<file path="src/rtl/sync_fifo_prog_if.sv">
// Handshake/data bundle for sync_fifo_prog.
// master: producer/consumer side driving requests; slave: the FIFO itself.
interface sync_fifo_prog_if #(
  parameter int FIFO_WIDTH = 16,
  parameter int FIFO_DEPTH = 8,
  parameter int ADDR_W     = $clog2(FIFO_DEPTH)
);
  logic [FIFO_WIDTH-1:0] data_in;
  logic                  wr_en;
  logic                  rd_en;
  logic [FIFO_WIDTH-1:0] data_out;
  logic                  wr_ack;
  logic                  overflow;
  logic                  underflow;
  logic                  full;
  logic                  empty;
  logic                  almostfull;
  logic                  almostempty;
  logic [ADDR_W:0]       count;

  modport master (
    output data_in, wr_en, rd_en,
    input  data_out, wr_ack, overflow, underflow,
    input  full, empty, almostfull, almostempty, count
  );

  modport slave (
    input  data_in, wr_en, rd_en,
    output data_out, wr_ack, overflow, underflow,
    output full, empty, almostfull, almostempty, count
  );
endinterface

</file>
<file path="src/rtl/sync_fifo_prog.sv">
// sync_fifo_prog: single-clock FIFO with arbitrary depth (power of two not
// required), programmable almost-full/almost-empty levels and exported count.
// A write is accepted while full if a read is accepted in the same cycle.
// Build option SYNC_FIFO_FWFT_EN: first-word-fall-through read port
// (head word shown combinationally, 0 when empty). Without it, reads have a
// one-cycle registered latency and data_out holds between reads.
module sync_fifo_prog #(
  parameter int FIFO_WIDTH = 16,
  parameter int FIFO_DEPTH = 8,
  parameter int AF_LEVEL   = FIFO_DEPTH - 1,
  parameter int AE_LEVEL   = 1,
  parameter int ADDR_W     = $clog2(FIFO_DEPTH)
) (
  input  logic              clk,
  input  logic              rst,
  sync_fifo_prog_if.slave   bus
);

  localparam int CNT_W = ADDR_W + 1;
  localparam logic [ADDR_W-1:0] LAST_PTR  = ADDR_W'(FIFO_DEPTH - 1);
  localparam logic [CNT_W-1:0]  DEPTH_CNT = CNT_W'(FIFO_DEPTH);
  localparam logic [CNT_W-1:0]  AF_CNT    = CNT_W'(AF_LEVEL);
  localparam logic [CNT_W-1:0]  AE_CNT    = CNT_W'(AE_LEVEL);

  logic [FIFO_WIDTH-1:0] mem [FIFO_DEPTH];

  logic [ADDR_W-1:0] wr_ptr_reg, wr_ptr_next;
  logic [ADDR_W-1:0] rd_ptr_reg, rd_ptr_next;
  logic [CNT_W-1:0]  count_reg;
  logic              wr_ack_reg;
  logic              overflow_reg;
  logic              underflow_reg;
  logic              is_full;
  logic              is_empty;
  logic              wr_accept;
  logic              rd_accept;

  assign is_full  = (count_reg == DEPTH_CNT);
  assign is_empty = (count_reg == '0);

  // A full FIFO still takes a write when a read frees a slot in the same cycle.
  assign wr_accept = bus.wr_en && (!is_full || bus.rd_en);
  assign rd_accept = bus.rd_en && !is_empty;

  // Pointer increment with explicit wrap so non-power-of-two depths work.
  always_comb begin
    wr_ptr_next = (wr_ptr_reg == LAST_PTR) ? '0 : wr_ptr_reg + ADDR_W'(1);
    rd_ptr_next = (rd_ptr_reg == LAST_PTR) ? '0 : rd_ptr_reg + ADDR_W'(1);
  end

  // Pointers, occupancy and single-cycle status pulses.
  always_ff @(posedge clk) begin
    if (rst) begin
      wr_ptr_reg    <= '0;
      rd_ptr_reg    <= '0;
      count_reg     <= '0;
      wr_ack_reg    <= 1'b0;
      overflow_reg  <= 1'b0;
      underflow_reg <= 1'b0;
    end else begin
      if (wr_accept) wr_ptr_reg <= wr_ptr_next;
      if (rd_accept) rd_ptr_reg <= rd_ptr_next;
      unique case ({wr_accept, rd_accept})
        2'b10:   count_reg <= count_reg + CNT_W'(1);
        2'b01:   count_reg <= count_reg - CNT_W'(1);
        default: count_reg <= count_reg;
      endcase
      wr_ack_reg    <= wr_accept;
      overflow_reg  <= bus.wr_en && !wr_accept;
      underflow_reg <= bus.rd_en && !rd_accept;
    end
  end

  // Storage write; contents are never cleared, reset only discards them.
  always_ff @(posedge clk) begin
    if (!rst && wr_accept) begin
      mem[wr_ptr_reg] <= bus.data_in;
    end
  end

`ifdef SYNC_FIFO_FWFT_EN
  // Head word is presented directly; a pop exposes the next word after the edge.
  assign bus.data_out = is_empty ? '0 : mem[rd_ptr_reg];
`else
  logic [FIFO_WIDTH-1:0] data_out_reg;

  // Registered read port; holds the last word when nothing is popped.
  always_ff @(posedge clk) begin
    if (rst) begin
      data_out_reg <= '0;
    end else if (rd_accept) begin
      data_out_reg <= mem[rd_ptr_reg];
    end
  end

  assign bus.data_out = data_out_reg;
`endif

  assign bus.wr_ack      = wr_ack_reg;
  assign bus.overflow    = overflow_reg;
  assign bus.underflow   = underflow_reg;
  assign bus.full        = is_full;
  assign bus.empty       = is_empty;
  assign bus.almostfull  = (count_reg >= AF_CNT) && !is_full;
  assign bus.almostempty = (count_reg <= AE_CNT) && !is_empty;
  assign bus.count       = count_reg;

endmodule

</file>
<file path="src/flat_wrapper.sv">
// flat-port wrapper written by rule: the top's interface ports become plain ports
module sync_fifo_prog_flat 
#(
  parameter int FIFO_WIDTH = 16,
  parameter int FIFO_DEPTH = 8,
  parameter int AF_LEVEL   = FIFO_DEPTH - 1,
  parameter int AE_LEVEL   = 1,
  parameter int ADDR_W     = $clog2(FIFO_DEPTH)
)
  (clk, rst, bus_data_in, bus_wr_en, bus_rd_en, bus_data_out, bus_wr_ack, bus_overflow, bus_underflow, bus_full, bus_empty, bus_almostfull, bus_almostempty, bus_count);
  sync_fifo_prog_if #(.FIFO_WIDTH(FIFO_WIDTH), .FIFO_DEPTH(FIFO_DEPTH), .ADDR_W(ADDR_W)) bus_i ();
  input  logic clk;
  input  logic rst;
  input wire logic [$bits(bus_i.data_in)-1:0] bus_data_in;
  input wire logic [$bits(bus_i.wr_en)-1:0] bus_wr_en;
  input wire logic [$bits(bus_i.rd_en)-1:0] bus_rd_en;
  output wire logic [$bits(bus_i.data_out)-1:0] bus_data_out;
  output wire logic [$bits(bus_i.wr_ack)-1:0] bus_wr_ack;
  output wire logic [$bits(bus_i.overflow)-1:0] bus_overflow;
  output wire logic [$bits(bus_i.underflow)-1:0] bus_underflow;
  output wire logic [$bits(bus_i.full)-1:0] bus_full;
  output wire logic [$bits(bus_i.empty)-1:0] bus_empty;
  output wire logic [$bits(bus_i.almostfull)-1:0] bus_almostfull;
  output wire logic [$bits(bus_i.almostempty)-1:0] bus_almostempty;
  output wire logic [$bits(bus_i.count)-1:0] bus_count;
  assign bus_i.data_in = bus_data_in;
  assign bus_i.wr_en = bus_wr_en;
  assign bus_i.rd_en = bus_rd_en;
  assign bus_data_out = bus_i.data_out;
  assign bus_wr_ack = bus_i.wr_ack;
  assign bus_overflow = bus_i.overflow;
  assign bus_underflow = bus_i.underflow;
  assign bus_full = bus_i.full;
  assign bus_empty = bus_i.empty;
  assign bus_almostfull = bus_i.almostfull;
  assign bus_almostempty = bus_i.almostempty;
  assign bus_count = bus_i.count;
  sync_fifo_prog #(.FIFO_WIDTH(FIFO_WIDTH), .FIFO_DEPTH(FIFO_DEPTH), .AF_LEVEL(AF_LEVEL), .AE_LEVEL(AE_LEVEL), .ADDR_W(ADDR_W)) u_core (.clk(clk), .rst(rst), .bus(bus_i));
endmodule
</file>
<file path="config.mk">
export PLATFORM = sky130hd
export DESIGN_NAME = sync_fifo_prog_flat
export DESIGN_NICKNAME = d
export VERILOG_FILES = /design/src/rtl/sync_fifo_prog_if.sv /design/src/rtl/sync_fifo_prog.sv /design/src/flat_wrapper.sv
export SDC_FILE = /design/constraint.sdc
export NUM_CORES = 1
export LEC_CHECK = 0
export CAP_MARGIN = 10
export CORE_AREA = 2 2 110 112
export DETAILED_ROUTE_END_ITERATION = 16
export DIE_AREA = 0 0 112 114
export PLACE_DENSITY = 0.74
export SYNTH_ARGS = -nofsm -noshare
export SYNTH_HDL_FRONTEND = slang
export SYNTH_SLANG_ARGS = --single-unit
export TNS_END_PERCENT = 1
</file>
<file path="constraint.sdc">
create_clock -name clk -period 3.4 [get_ports clk]
set_input_delay 0.68 -clock clk [delete_from_list [all_inputs] [get_ports clk]]
set_output_delay 0.68 -clock clk [all_outputs]
set_load 0.01 [all_outputs]
</file>
==> impl_metrics.tcl, run 1 <==
set metrics [dict create \
    status "finished, final reports clean" \
    start_kind "flop" \
    dr.pass1.iters 4 \
    dp.cells 572 \
    grtUsageTotal 0.200 \
    slew_viol_final 0 \
    syn_inst 382 \
    holdCritStartpoint "u_core.bus.data_out[10]" \
    io_pins 47 \
    seq_area_frac_synth 0.715 \
    setup_viol 0 \
    drt_iter0_markers 175 \
    tightest_slew_ns 1.05 \
    grt_max_degree 47 \
    ir_drop_mv 0.375 \
    crit_type "reg -> out" \
    clk_latency_ns 0.42 \
    yosys_register_bits 157 \
    crit_path_end_kind "output pin" \
    cts_tree "done" \
    numCtsBuffers 17 \
    io_buffers 46 \
    totalWireLength_microns 11900 \
    ant_nets 0 \
    clock_path_buffers 2 \
    period_share 0.835 \
    worst_hold_path_type "reg -> reg" \
    hpwlAfterDp_microns 7200 \
    post_route_cells_drive_above_1_share 0.142 \
    synth.avg_cell_area_sq_um 16.2 \
    synth_compound_area_frac 0.0928 \
    synth-adder-area-share 0.0162 \
    ys_warn_count 0 \
    critPathRequiredTime_ns 2.72 \
    fin_util 0.633 \
    gp_congestion 0.725 \
    crit_fanout 5 \
    synth_fp_nets 410 \
    cp-startpoint "u_core.bus.count[1]" \
    layout.nets 472 \
    synth.area.top_cells "edfxtp_1 62%, dfxtp_1 9.4%, mux2i_1 8.1%" \
    diodes 0 \
    clock_skew_ns 0.00664 \
    finalHoldViolations 0 \
    synth_edf_count 128 \
    hold_ws_ns 0.463 \
    routedWlPerCell_microns 19.7 \
    hold_buffers 0 \
    antenna_found_initial 0 \
    async_flop_share 0 \
    tns_ns 0 \
    relSlewSlack 0.299 \
    clk_pin_slew_ns 0.06 \
    die_h_microns 114 \
    cts.repair.resized 0 \
    cap_violations 0 \
    htreeDepth 4 \
    timing.fmax_ghz 0.352 \
    vias_per_cell 5.69 \
    grt_pass1_wl_microns 18900 \
    rsz0062_at_grt "false" \
    stdcell_count 604 \
    reg2reg_from "u_core.bus.count[0]" \
    cts-root-buf "clkbuf_16" \
    yosys.area_share.simple 0.0627 \
    synth_xor_area_frac 0.00425 \
    synthMuxAreaShare 0.0809 \
    rows 40 \
    grt_pass1_vias 3591 \
    core_area_sq_mm 0.0117 \
    grt.overflow.total 0 \
    cts.sinks 157 \
    yosys.area.top_type "edfxtp_1" \
    start_util 0.528 \
    cts_setup_buffers 0 \
    route.detailed.drc 0 \
    synth-main-ff-cell "edfxtp_1" \
    synth_top_family_by_area "compound AO/OA/AOI/OAI gates" \
    synth_common_cells "128 x edfxtp_1, 50 x mux2i_1, 29 x dfxtp_1" \
    period_minus_slack_ns 2.84 \
    ys_types 44 \
    syn2layout_area_growth_pct 19.8 \
    synthesis.area_sq_mm 0.00619 \
    power.density_mw_per_mm2 689 \
    vias 3438 \
    largest_register_ffs 128 \
    fp.dieW_microns 112 \
    p_leak_nw 2.44 \
    synth_most_common_cell "edfxtp_1" \
    die-area_sq_mm 0.0128 \
    synth_top_cell_area_share 0.621 \
    arrival_ns 2.16 \
]
## kinds of logic after synthesis
| group | after synthesis |
|---|---|
| fa+ha+maj | 8 |
| compound gates | 77 |
| buf+inv | 27 |
| flops | 157 |
| mux | 50 |
| xor+xnor | 3 |
| simple gates | 60 |
## layer usage
metal / GRT usage / part of all wire / up-vias
li1: - / - / 1628
met1: 0.240 / 0.42 / 1713
met5: 0 / 0 / -
met3: 0.0462 / 0.049 / 16
met4: 0.0886 / 0.016 / 0
met2: 0.347 / 0.52 / 81
## worst paths after layout
path,end,slack (ns),cells past startpoint
worst min-delay path,u_core.bus.data_out[10],0.46,1
worst max register to register,u_core.bus.count[3],0.98,10
worst min register to register,u_core.bus.data_out[10],0.46,1
worst max-delay path,bus_empty,0.56,5
## cell usage in the layout, fill, tap and decap left out, types with 15 or more instances in the layout
| master | Yosys | layout |
|---|---|---|
| a211oi_1 | 17 | 17 |
| a22oi_1 | 15 | 15 |
| a31oi_1 | 15 | 15 |
| a32o_1 | 15 | 15 |
| buf_4 | 4 | 17 |
| clkbuf_16 | 0 | 17 |
| clkdlybuf4s50_1 | 0 | 46 |
| dfxtp_1 | 29 | 28 |
| edfxtp_1 | 128 | 128 |
| mux2i_1 | 50 | 50 |
| nor2b_1 | 17 | 17 |
## final cells by class
cell class	instances	area [sq um]
timing repair buffer	64	608
tap	147	184
clock inverter	15	149
multi-input combinational	198	1590
clock buffer	17	425
fill	870	4300
inverter	6	25.0
sequential	157	4430
## stage by stage
step	instance area, sq um	worst slack [ns]	total power (W)
5_1_grt	7410	0.449	0.00530
4_1_cts	7410	0.524	0.00515
6_report	7410	0.562	0.00511
3_3_place_gp	6840	0.651	0.00330
2_1_floorplan	6190	0.719	0.00298
3_5_place_dp	6840	0.629	0.00333
## report_power, final
group	total (W)	switching, W	leakage, nW	internal (W)
Clock	0.00183	0.000797	0.272	0.00103
Sequential	0.00234	0.000153	1.39	0.00219
Combinational	0.000940	0.000454	0.771	0.000486
## worst max-delay path, cell delays in order, from the launching register on
cell	delay, ns
dfxtp_1	0.35
inv_1	0.11
ha_1	0.24
or3b_4	0.44
inv_2	0.08
clkdlybuf4s50_1	0.53
Note: power is estimated with default switching activity, not from simulation.
==> run 2, diff against run 1 <==
==> constraint.sdc (replaced) <==
create_clock -name clk -period 2.8 [get_ports clk]
set_input_delay 0.56 -clock clk [delete_from_list [all_inputs] [get_ports clk]]
set_output_delay 0.56 -clock clk [all_outputs]
set_load 0.01 [all_outputs]
==> run 2 against run 1 <==
Net effect:
- count of clock-buffer cells in the layout rose by 2
- hold slack improved by 0.0040 ns
- non-clock buffer count rose by 5
- routed wire length rose by 0.65%
- core utilization rose by 0.13 points
- power rose by 20%
- sequential share of layout area fell by 0.12 points
- die area did not move
- combinational power rose by 21%
- largest cell class unchanged
==> impl_metrics.tcl, run 2 (synthesis results as in run 1) <==
set metrics [dict create \
    finalHoldViolations 0 \
    period_minus_slack_ns 2.70 \
    p_leak_nw 2.45 \
    timing.fmax_ghz 0.371 \
    status "finished, final reports clean" \
    clock_power_share 0.346 \
    crit_buf_inv 3 \
    arrival_ns 2.14 \
    hpwlAfterDp_microns 7520 \
    comb_power_share 0.187 \
    hold_buffers 0 \
    clk_latency_ns 0.41 \
    rows 40 \
    critPathRequiredTime_ns 2.24 \
    vias_per_cell 5.76 \
    crit_fanout 5 \
    final_common_cell "edfxtp_1" \
    fp.dieW_microns 112 \
    tns_ns 0 \
    ir_drop_mv 0.555 \
    period_share 0.964 \
    core_area_sq_mm 0.0117 \
    cp_slowest_cell "clkdlybuf4s50_1" \
    clock_path_buffers 2 \
    cap_violations 0 \
    p_seq_frac 0.468 \
    layout_common_cells "128 x edfxtp_1, 50 x mux2i_1, 46 x clkdlybuf4s50_1, 28 x dfxtp_1, 22 x buf_4" \
    p_total_w 0.00612 \
    critPathMaxStageDelay_ns 0.53 \
    die-area_sq_mm 0.0128 \
    largest_register_ffs 128 \
    htreeDepth 4 \
    power.density_mw_per_mm2 824 \
    gp_congestion 0.800 \
    io_buffers 46 \
    numCtsBuffers 17 \
    cts-root-buf "clkbuf_16" \
    dr.pass1.iters 4 \
    tightest_slew_ns 0.990 \
    start_kind "flop" \
    drt_iter0_markers 258 \
    die_h_microns 114 \
    power_switching_w 0.00164 \
    worst_hold_path_type "reg -> reg" \
    start_util 0.528 \
    setup_viol 0 \
    syn2layout_area_growth_pct 20.0 \
    crit_chain "inv_1, ha_2, or3b_4, inv_2, clkdlybuf4s50_1" \
    vias 3503 \
    grt_pass1_vias 3648 \
    clock_skew_ns 0.0108 \
    grtUsageTotal 0.195 \
    crit_type "reg -> out" \
    routedWlPerCell_microns 19.7 \
    totalWireLength_microns 12000 \
    rsz0062_at_grt "false" \
    relSlewSlack 0.339 \
    io_pins 47 \
    antenna_found_initial 0 \
    cts.sinks 157 \
    r2r_slack_ns 0.40 \
    grt_max_degree 52 \
    crit_path_end_kind "output pin" \
    swShare 0.268 \
    slew_viol_final 0 \
    ant_nets 0 \
    layout.nets 477 \
    pre_cts_ws_ns 0.104 \
    route.detailed.drc 0 \
    critPathTopFamily "buffers and inverters" \
    grt.overflow.total 0 \
    clk_pin_slew_ns 0.06 \
    intPower_w 0.00448 \
    grt_pass1_wl_microns 18700 \
    hold_ws_ns 0.467 \
    setup_ws_ns 0.101 \
    post_route_cells_drive_above_1_share 0.145 \
    diodes 0 \
    cts_tree "done" \
    fin_util 0.634 \
]
## run 2: per-layer routing
| metal | vias up | part of all wire | track usage |
|---|---|---|---|
| met5 | - | 0 | 0 |
| met4 | 0 | 0.013 | 0.0691 |
| met2 | 86 | 0.52 | 0.334 |
| met3 | 14 | 0.043 | 0.0531 |
| met1 | 1761 | 0.42 | 0.243 |
| li1 | 1642 | - | - |
## run 2: final timing paths
check | startpoint | endpoint | depth (start not counted)
hold reg to reg | u_core.bus.data_out[0] | u_core.bus.data_out[0] | 1
setup / recovery | u_core.bus.count[1] | bus_empty | 5
setup reg to reg | u_core.bus.count[0] | u_core.bus.count[3] | 10
hold / removal | u_core.bus.data_out[0] | u_core.bus.data_out[0] | 1
## run 2: worst register-to-register path: cells and delay by family, from the launching register on
| family | cells | cell delay (ns) |
|---|---|---|
| and+or+nand+nor | 4 | 0.85 |
| adders and majority gates | 2 | 0.47 |
| AOI/OAI and AO/OA | 1 | 0.20 |
| DFF | 1 | 0.45 |
| buffers and inverters | 2 | 0.19 |
| xor gates and xnor gates | 1 | 0.14 |
## run 2: cell type report
type                       count  area (sq um)
clock buffer                  19           433
sequential                   157          4430
inverter                       6          25.0
tap                          147           184
timing repair buffer          69           646
fill                         879          4280
clock inverter                12           116
multi-input combinational    198          1600
## run 2: timing repair
action / 4_1_cts / 5_1_grt
gates resized for setup: 0 / 1
endpoints found under the setup margin: 0 / 1
buffers inserted: 0 / 0
## run 2: power by group through the flow
stage               Clock [W]  Combinational [W]  Sequential [W]
CTS                   0.00213            0.00115         0.00287
global route          0.00224            0.00123         0.00289
finish                0.00212            0.00114         0.00286
floorplan                   0           0.000801         0.00282
global placement            0            0.00111         0.00291
detailed placement          0            0.00115         0.00291
## run 2: stage by stage
stage,cells,area [sq um]
floorplan,382,6190
global placement,577,6880
detailed placement,577,6880
CTS,608,7430
global route,608,7430
finish,608,7430
